<file path="config.mk">
export PLATFORM = sky130hd
export DESIGN_NAME = pwm_duty_gen
export DESIGN_NICKNAME = d
export VERILOG_FILES = /design/src/rtl/pwm_duty_gen.sv
export SDC_FILE = /design/constraint.sdc
export NUM_CORES = 1
export LEC_CHECK = 0
export ABC_AREA = 1
export CORE_UTILIZATION = 45
export CTS_CLUSTER_DIAMETER = 200
export DETAILED_ROUTE_END_ITERATION = 10
export PLACE_DENSITY = 0.72
export SETUP_SLACK_MARGIN = 0.05
export SYNTH_ARGS = -nofsm -noshare
export SYNTH_HDL_FRONTEND = slang
export SYNTH_SLANG_ARGS = --single-unit
export TNS_END_PERCENT = 1
</file>
<file path="constraint.sdc">
create_clock -name clk -period 6.9 [get_ports clk]
set_clock_uncertainty 0.2 [all_clocks]
set_input_delay 1.38 -clock clk [delete_from_list [all_inputs] [get_ports clk]]
set_output_delay 1.38 -clock clk [all_outputs]
set_load 0.03 [all_outputs]
</file>
<file path="src/rtl/pwm_duty_gen.sv">
`default_nettype none
// ============================================================================
// pwm_duty_gen : switch-stepped duty level (0..9) driving a 10-tick motor PWM
// Revision     : 1.0
// ============================================================================
module pwm_duty_gen #(
    parameter int PRESCALE = 1000
) (
    input  logic       clk,
    input  logic       rst,
    input  logic       motor_running,
    input  logic       swt_increase,
    input  logic       swt_decrease,
    output logic       pwm_out,
    output logic [3:0] duty_level,
    output logic [6:0] display
);

    localparam int             PW         = $clog2(PRESCALE);
    localparam logic [PW-1:0]  PRESC_LAST = PW'(PRESCALE - 1);
    localparam logic [PW-1:0]  PRESC_ONE  = PW'(1);
    localparam logic [3:0]     LEVEL_MAX  = 4'd9;
    localparam logic [3:0]     LEVEL_INIT = 4'd5;
    localparam logic [3:0]     PHASE_LAST = 4'd9;

    typedef enum logic [0:0] {
        ST_IDLE = 1'b0,
        ST_RUN  = 1'b1
    } state_t;

    state_t        state_q;
    logic [3:0]    duty_q;
    logic [3:0]    duty_d;
    logic [3:0]    active_q;
    logic [3:0]    phase_q;
    logic [PW-1:0] presc_q;
    logic          pwm_q;

    logic inc_meta_q, inc_sync_q, inc_hist_q;
    logic dec_meta_q, dec_sync_q, dec_hist_q;
    logic inc_pulse, dec_pulse;
    logic tick, wrap;

    // Two-flop synchronizer plus history flop gives one pulse per rising change.
    always_ff @(posedge clk or posedge rst) begin
        if (rst) begin
            inc_meta_q <= 1'b0;
            inc_sync_q <= 1'b0;
            inc_hist_q <= 1'b0;
            dec_meta_q <= 1'b0;
            dec_sync_q <= 1'b0;
            dec_hist_q <= 1'b0;
        end else begin
            inc_meta_q <= swt_increase;
            inc_sync_q <= inc_meta_q;
            inc_hist_q <= inc_sync_q;
            dec_meta_q <= swt_decrease;
            dec_sync_q <= dec_meta_q;
            dec_hist_q <= dec_sync_q;
        end
    end

    assign inc_pulse = inc_sync_q & ~inc_hist_q;
    assign dec_pulse = dec_sync_q & ~dec_hist_q;
    assign tick      = (presc_q == PRESC_LAST);
    assign wrap      = tick && (phase_q == PHASE_LAST);

    always_comb begin
        duty_d = duty_q;
        if (inc_pulse && !dec_pulse && (duty_q < LEVEL_MAX)) begin
            duty_d = duty_q + 4'd1;
        end else if (dec_pulse && !inc_pulse && (duty_q != 4'd0)) begin
            duty_d = duty_q - 4'd1;
        end
    end

    always_ff @(posedge clk or posedge rst) begin
        if (rst) begin
            state_q  <= ST_IDLE;
            duty_q   <= 4'd0;
            active_q <= 4'd0;
            phase_q  <= 4'd0;
            presc_q  <= '0;
            pwm_q    <= 1'b0;
        end else begin
            pwm_q <= (state_q == ST_RUN) && (phase_q < active_q);
            case (state_q)
                ST_IDLE: begin
                    presc_q <= '0;
                    phase_q <= 4'd0;
                    if (motor_running) begin
                        state_q  <= ST_RUN;
                        duty_q   <= LEVEL_INIT;
                        active_q <= LEVEL_INIT;
                    end else begin
                        duty_q   <= 4'd0;
                        active_q <= 4'd0;
                    end
                end
                ST_RUN: begin
                    if (!motor_running) begin
                        state_q  <= ST_IDLE;
                        duty_q   <= 4'd0;
                        active_q <= 4'd0;
                        phase_q  <= 4'd0;
                        presc_q  <= '0;
                    end else begin
                        duty_q  <= duty_d;
                        presc_q <= tick ? '0 : (presc_q + PRESC_ONE);
                        if (tick) begin
                            phase_q <= wrap ? 4'd0 : (phase_q + 4'd1);
                        end
                        // New duty is only adopted at a period boundary.
                        if (wrap) begin
                            active_q <= duty_q;
                        end
                    end
                end
                default: state_q <= ST_IDLE;
            endcase
        end
    end

    always_comb begin
        case (duty_q)
            4'd0:    display = 7'b1000000;
            4'd1:    display = 7'b1111001;
            4'd2:    display = 7'b0100100;
            4'd3:    display = 7'b0110000;
            4'd4:    display = 7'b0011001;
            4'd5:    display = 7'b0010010;
            4'd6:    display = 7'b0000010;
            4'd7:    display = 7'b1111000;
            4'd8:    display = 7'b0000000;
            4'd9:    display = 7'b0010000;
            default: display = 7'b1111111;
        endcase
    end

    assign pwm_out    = pwm_q;
    assign duty_level = duty_q;

endmodule
`default_nettype wire

</file>
== After elaboration in Yosys (flattened, before gate mapping) ==
Memories as Yosys holds them, arrays and structs flattened.
Cells that the tools add are included.
Storage, ports and cells
  output and inout bits: 12
  bits in read-only memories: 112
  register bits after elaboration: 30
  memories kept: 1
  input port bits: 5
  logic and storage cells: 54
Cells by class
  reductions and logical operators: 9
  multiplexer cells: 16
  $add $sub $neg: 4
  magnitude comparators: 2
  bitwise logic cells: 5
  eq/ne operators: 5
Memories
  (name not given): depth 16, bits a word 7, read ports 1, clocked after Yosys merged registers in 0, write ports 0, line 125  | case (duty_q)
Operator list (number)
  4-bit 2-to-1 mux: 8
  4-bit one-hot mux with 2 select lines: 3
  10-bit 2-to-1 mux: 2
  10-bit one-hot mux with 2 select lines: 1
  10-bit by 1-bit adder with 10-bit output, second input constant: 1
  10-bit equality test, second input constant: 1
  4-bit by 1-bit adder with 4-bit output, second input constant: 2
  1-bit logical AND: 6
  3-bit by 2-bit inequality test with 1-bit output, second input constant: 2
  4-bit equality test, second input constant: 1
  4-bit less-than comparator: 1
  4-bit less-than comparator, second input constant: 1
  4-bit by 2-bit inequality test with 1-bit output, second input constant: 1
  4-bit nonzero test: 1
  4-bit by 1-bit subtractor with 4-bit output, second input constant: 1
  3-bit 2-to-1 mux: 1
  1-bit NOT: 3
  1-bit AND: 2
  1-bit logical NOT: 2
  1-bit 2-to-1 mux: 1

== Depth between registers and ports, before layout ==
  depth in word-level cells: 9
  gate-level depth with buffers: 13
  mapped depth without buffers: 13

== Worst setup path before layout ==
No wires, ideal clock.
  kind: register to output
  start: register duty_q[0], in the netlist duty_level[0]
  end: output port display[3]
  stages on the path, launching flop included: 6
  setup slack: 3.449 ns
  path buffers: 0
  required time: 5.320 ns
  arrival time: 1.871 ns
  cell sequence: dfrtp_1 -> inv_1 -> ha_1 -> nand2_1 -> inv_1 -> o21ai_0
Between the ends
  longest elaborated chain between the ends: 1
Ends and longest elaborated chain
  start, declared: line 32  | logic [3:0] duty_q;
  start signal, assigned: line 108  | duty_q <= duty_d;
  memory 16 x 7 bit
  end, declared: line 16  | output logic [6:0] display
Every way passes these cells.

== Worst setup path after layout ==
  start: register duty_q[0], in the netlist duty_level[0]
  end: output port display[4]
The elaborated chain is that of the path after synthesis.

==> results.py <==
metrics = {
    "synth": {
        "ys_types": 28,
        "synth_area_leaders": "dfrtp_1 (45%), ha_1 (9.8%), nand2_1 (8.3%)",
        "synth_flop_cell": "dfrtp_1",
        "synth_top_cell_area_share_pct": 45.05,
        "syn_area_sq_um": 1667,
        "netlist_top_cells_count": "nand2_1 (37), dfrtp_1 (30), inv_1 (29)",
        "ys_ff_latch": 30,
        "yosysTopAreaCell": "dfrtp_1",
        "synth-edff-count": 0,
        "synth_seq_area_share_pct": 45.05,
        "synth_warnings": 0,
        "synth.most_common_cell": "nand2_1",
        "syn_inst": 200,
        "avgSynthCellArea_sq_um": 8.333,
        "syn_nets": 219,
        "async_reset_ff_share_pct": 100.0,
    },
    "routing": {
        "remaining_drc_errors": 0,
        "wire_per_inst_um": 11.26,
        "dr.pass1.iters": 4,
        "antenna_left": 0,
        "vias": 1279,
        "viasPerCell": 4.790,
        "drt_iter0_markers": 64,
        "drt-total-wl_um": 3006,
    },
    "clocking": {
        "htree_levels": 2,
        "cts_tree": "yes",
        "cts-hold-fix-buffers": 0,
        "post_cts_buffers": 0,
        "numClockSinks": 30,
        "clock_latency_ns": 0.28,
        "numCtsBuffers": 5,
        "cts_resized": 0,
        "path_clk_slew_ns": 0.06,
        "clock_path_buffers": 2,
        "cts_root_buf": "clkbuf_8",
    },
    "placement": {
        "dpl-instance-area_sq_um": 1853,
        "dpl.hpwl_um": 2197,
        "place_congestion": 0.8752,
        "port_buffers": 16,
        "pre_cts_slack_ns": 3.456,
    },
    "floorplan": {
        "core_area_sq_um": 3442,
        "die-area_sq_um": 3951,
        "die_h_um": 62.86,
        "num_io_pins": 17,
        "start_util_pct": 48.42,
        "die_w_um": 62.86,
        "row_count": 21,
    },
    "timing": {
        "postLayoutSetupSlackWorst_ns": 3.156,
        "hold_viol_final": 0,
        "slew_headroom_pct": 66.56,
        "setup_viol": 0,
        "fmax_ghz": 0.2671,
        "post-route-period-util_pct": 54.26,
        "worstMarginPinSlew_ns": 0.4964,
        "rsz0062_at_grt": "false",
        "tns_ns": 0,
        "drv_slew": 0,
        "final.min_clock_period_ns": 3.744,
    },
    "min_path": {
        "whs_path_depth": 0,
        "hp-start": "dec_meta_q",
        "hold_end": "dec_sync_q",
        "hold_path.class": "reg -> reg",
    },
    "power_and_ir_drop": {
        "leakagePower_nw": 0.9708,
        "power_frac_seq_pct": 42.9,
        "switching_share_pct": 28.71,
        "comb_power_share_pct": 21.5,
        "finalPower_mw": 0.4528,
        "p_clk_share_pct": 35.6,
        "p_int_mw": 0.3228,
        "powerDensity_nw_per_um2": 230.6,
        "peakVddDrop_uv": 152.3,
        "switching_power_mw": 0.1300,
    },
    "layout": {
        "final_core_util_pct": 57.03,
        "syn_to_final_growth_pct": 17.79,
        "multiInputGateArea_sq_um": 763.2,
        "regArea_sq_um": 750.7,
        "n_fill_cell": 318,
        "final_area_sq_um": 1963,
        "fin_nets": 239,
        "drive_gt1_share_pct": 7.240,
        "n_antenna_cell": 0,
    },
    "grt": {
        "grt_pass1_wl_um": 5230,
        "grt_max_degree": 31,
        "first_global_vias": 1136,
        "grt.total_usage_pct": 17.24,
        "antenna_found_initial": 0,
        "grt_overflow": 0,
    },
    "critical_path": {
        "rr_worst_depth": 12,
        "reg2reg_from": "duty_level[0]",
        "end_kind": "output pin",
        "path_max_fanout": 7,
        "r2r_end": "duty_level[3]",
        "worstPathRequired_ns": 5.32,
        "crit_type": "reg -> out",
        "crit_path_start": "duty_level[0]",
        "worstPathArrival_ns": 2.16,
        "path_cells": "inv_1, ha_1, inv_1, o21ai_0, o21ai_0, clkdlybuf4s50_1",
        "regToRegSetupSlack_ns": 4.34,
        "cpMaxStageDelayCell": "clkdlybuf4s50_1",
        "critPathLaunchType": "flip-flop",
        "max_stage_delay_ns": 0.61,
    },
    "job": {
        "cap_viol_max_count": 0,
    },
    "status": {
        "status": "complete, no violations",
    },
}
[stage by stage]
step | hold WS, ns | instances
after floorplan | 0.1312 | 200
after global placement | 0.1472 | 259
after detailed placement | 0.1405 | 259
after CTS | 0.1595 | 267
after global routing | 0.1800 | 267
final | 0.1595 | 267
[area by class of cell]
class / count / share of cell area, %
inverter: 30 / 5.800
tap: 46 / 2.932
timing repair buffer: 17 / 8.540
clock buffer: 8 / 5.609
multi-input combinational: 136 / 38.88
sequential: 30 / 38.24
[flip-flops by register name (all words and copies together) (netlist names)]
name / count
inc_sync_q: 1
dec_meta_q: 1
active_q: 4
inc_hist_q: 1
dec_sync_q: 1
pwm_out: 1
dec_hist_q: 1
duty_level: 4
state_q: 1
inc_meta_q: 1
presc_q: 10
phase_q: 4
[critical path, delay by kind of cell, from the launching register on]
| kind | cells | cell delay, ns |
|---|---|---|
| AOI/OAI and AO/OA | 2 | 0.41 |
| adders and majority gates | 1 | 0.18 |
| buffers and inverters | 3 | 0.86 |
| DFF | 1 | 0.44 |
[cell families after synthesis]
kind of cell	synth area share, %
AND/OR/NAND/NOR	21.62
AO/OA/AOI/OAI	11.64
buffers and inverters	9.158
flip-flops	45.05
adder cells (fa/ha/maj)	10.96
XOR/XNOR	1.577
[power groups by stage]
stage | sequential [mW] | clock [mW] | combinational, mW
after CTS | 0.194 | 0.167 | 0.0976
final | 0.194 | 0.161 | 0.0972
after detailed placement | 0.197 | 0 | 0.0972
after floorplan | 0.199 | 0 | 0.0619
after global placement | 0.197 | 0 | 0.0967
after global routing | 0.196 | 0.177 | 0.107
[layer usage]
layer  global-route usage [%]  part of all wire (%)  vias up
li1                         -                     -      677
met1                    24.31                    53      574
met2                    23.78                    42       24
met3                    5.474                   3.6        4
met4                    7.849                   1.5        0
met5                        0                     0        -
[worst max path at each step]
stage | to | slack, ns | cells past startpoint
final | display[4] | 3.16 | 6
after global routing | display[4] | 2.96 | 6
after CTS | display[3] | 3.15 | 6
after detailed placement | display[3] | 3.46 | 6
after global placement | display[3] | 3.48 | 6
after floorplan | display[3] | 3.45 | 5
[cell usage in the layout, fill, tap and decap left out]
cell / count
a21boi_0: 1
a21oi_1: 6
a31oi_1: 1
buf_4: 1
clkbuf_8: 8
clkdlybuf4s50_1: 16
clkinv_2: 1
dfrtp_1: 30
fa_1: 1
ha_1: 13
inv_1: 29
nand2_1: 37
nand2_2: 2
nand3_1: 12
nand3b_1: 1
nand4_1: 2
nor2_1: 23
nor2_2: 1
nor3_1: 2
nor3_2: 2
o211ai_1: 1
o21a_1: 2
o21ai_0: 22
o21ai_1: 2
o21bai_1: 1
or2_2: 1
xor2_1: 3
Power figures use the tool's default switching activity.
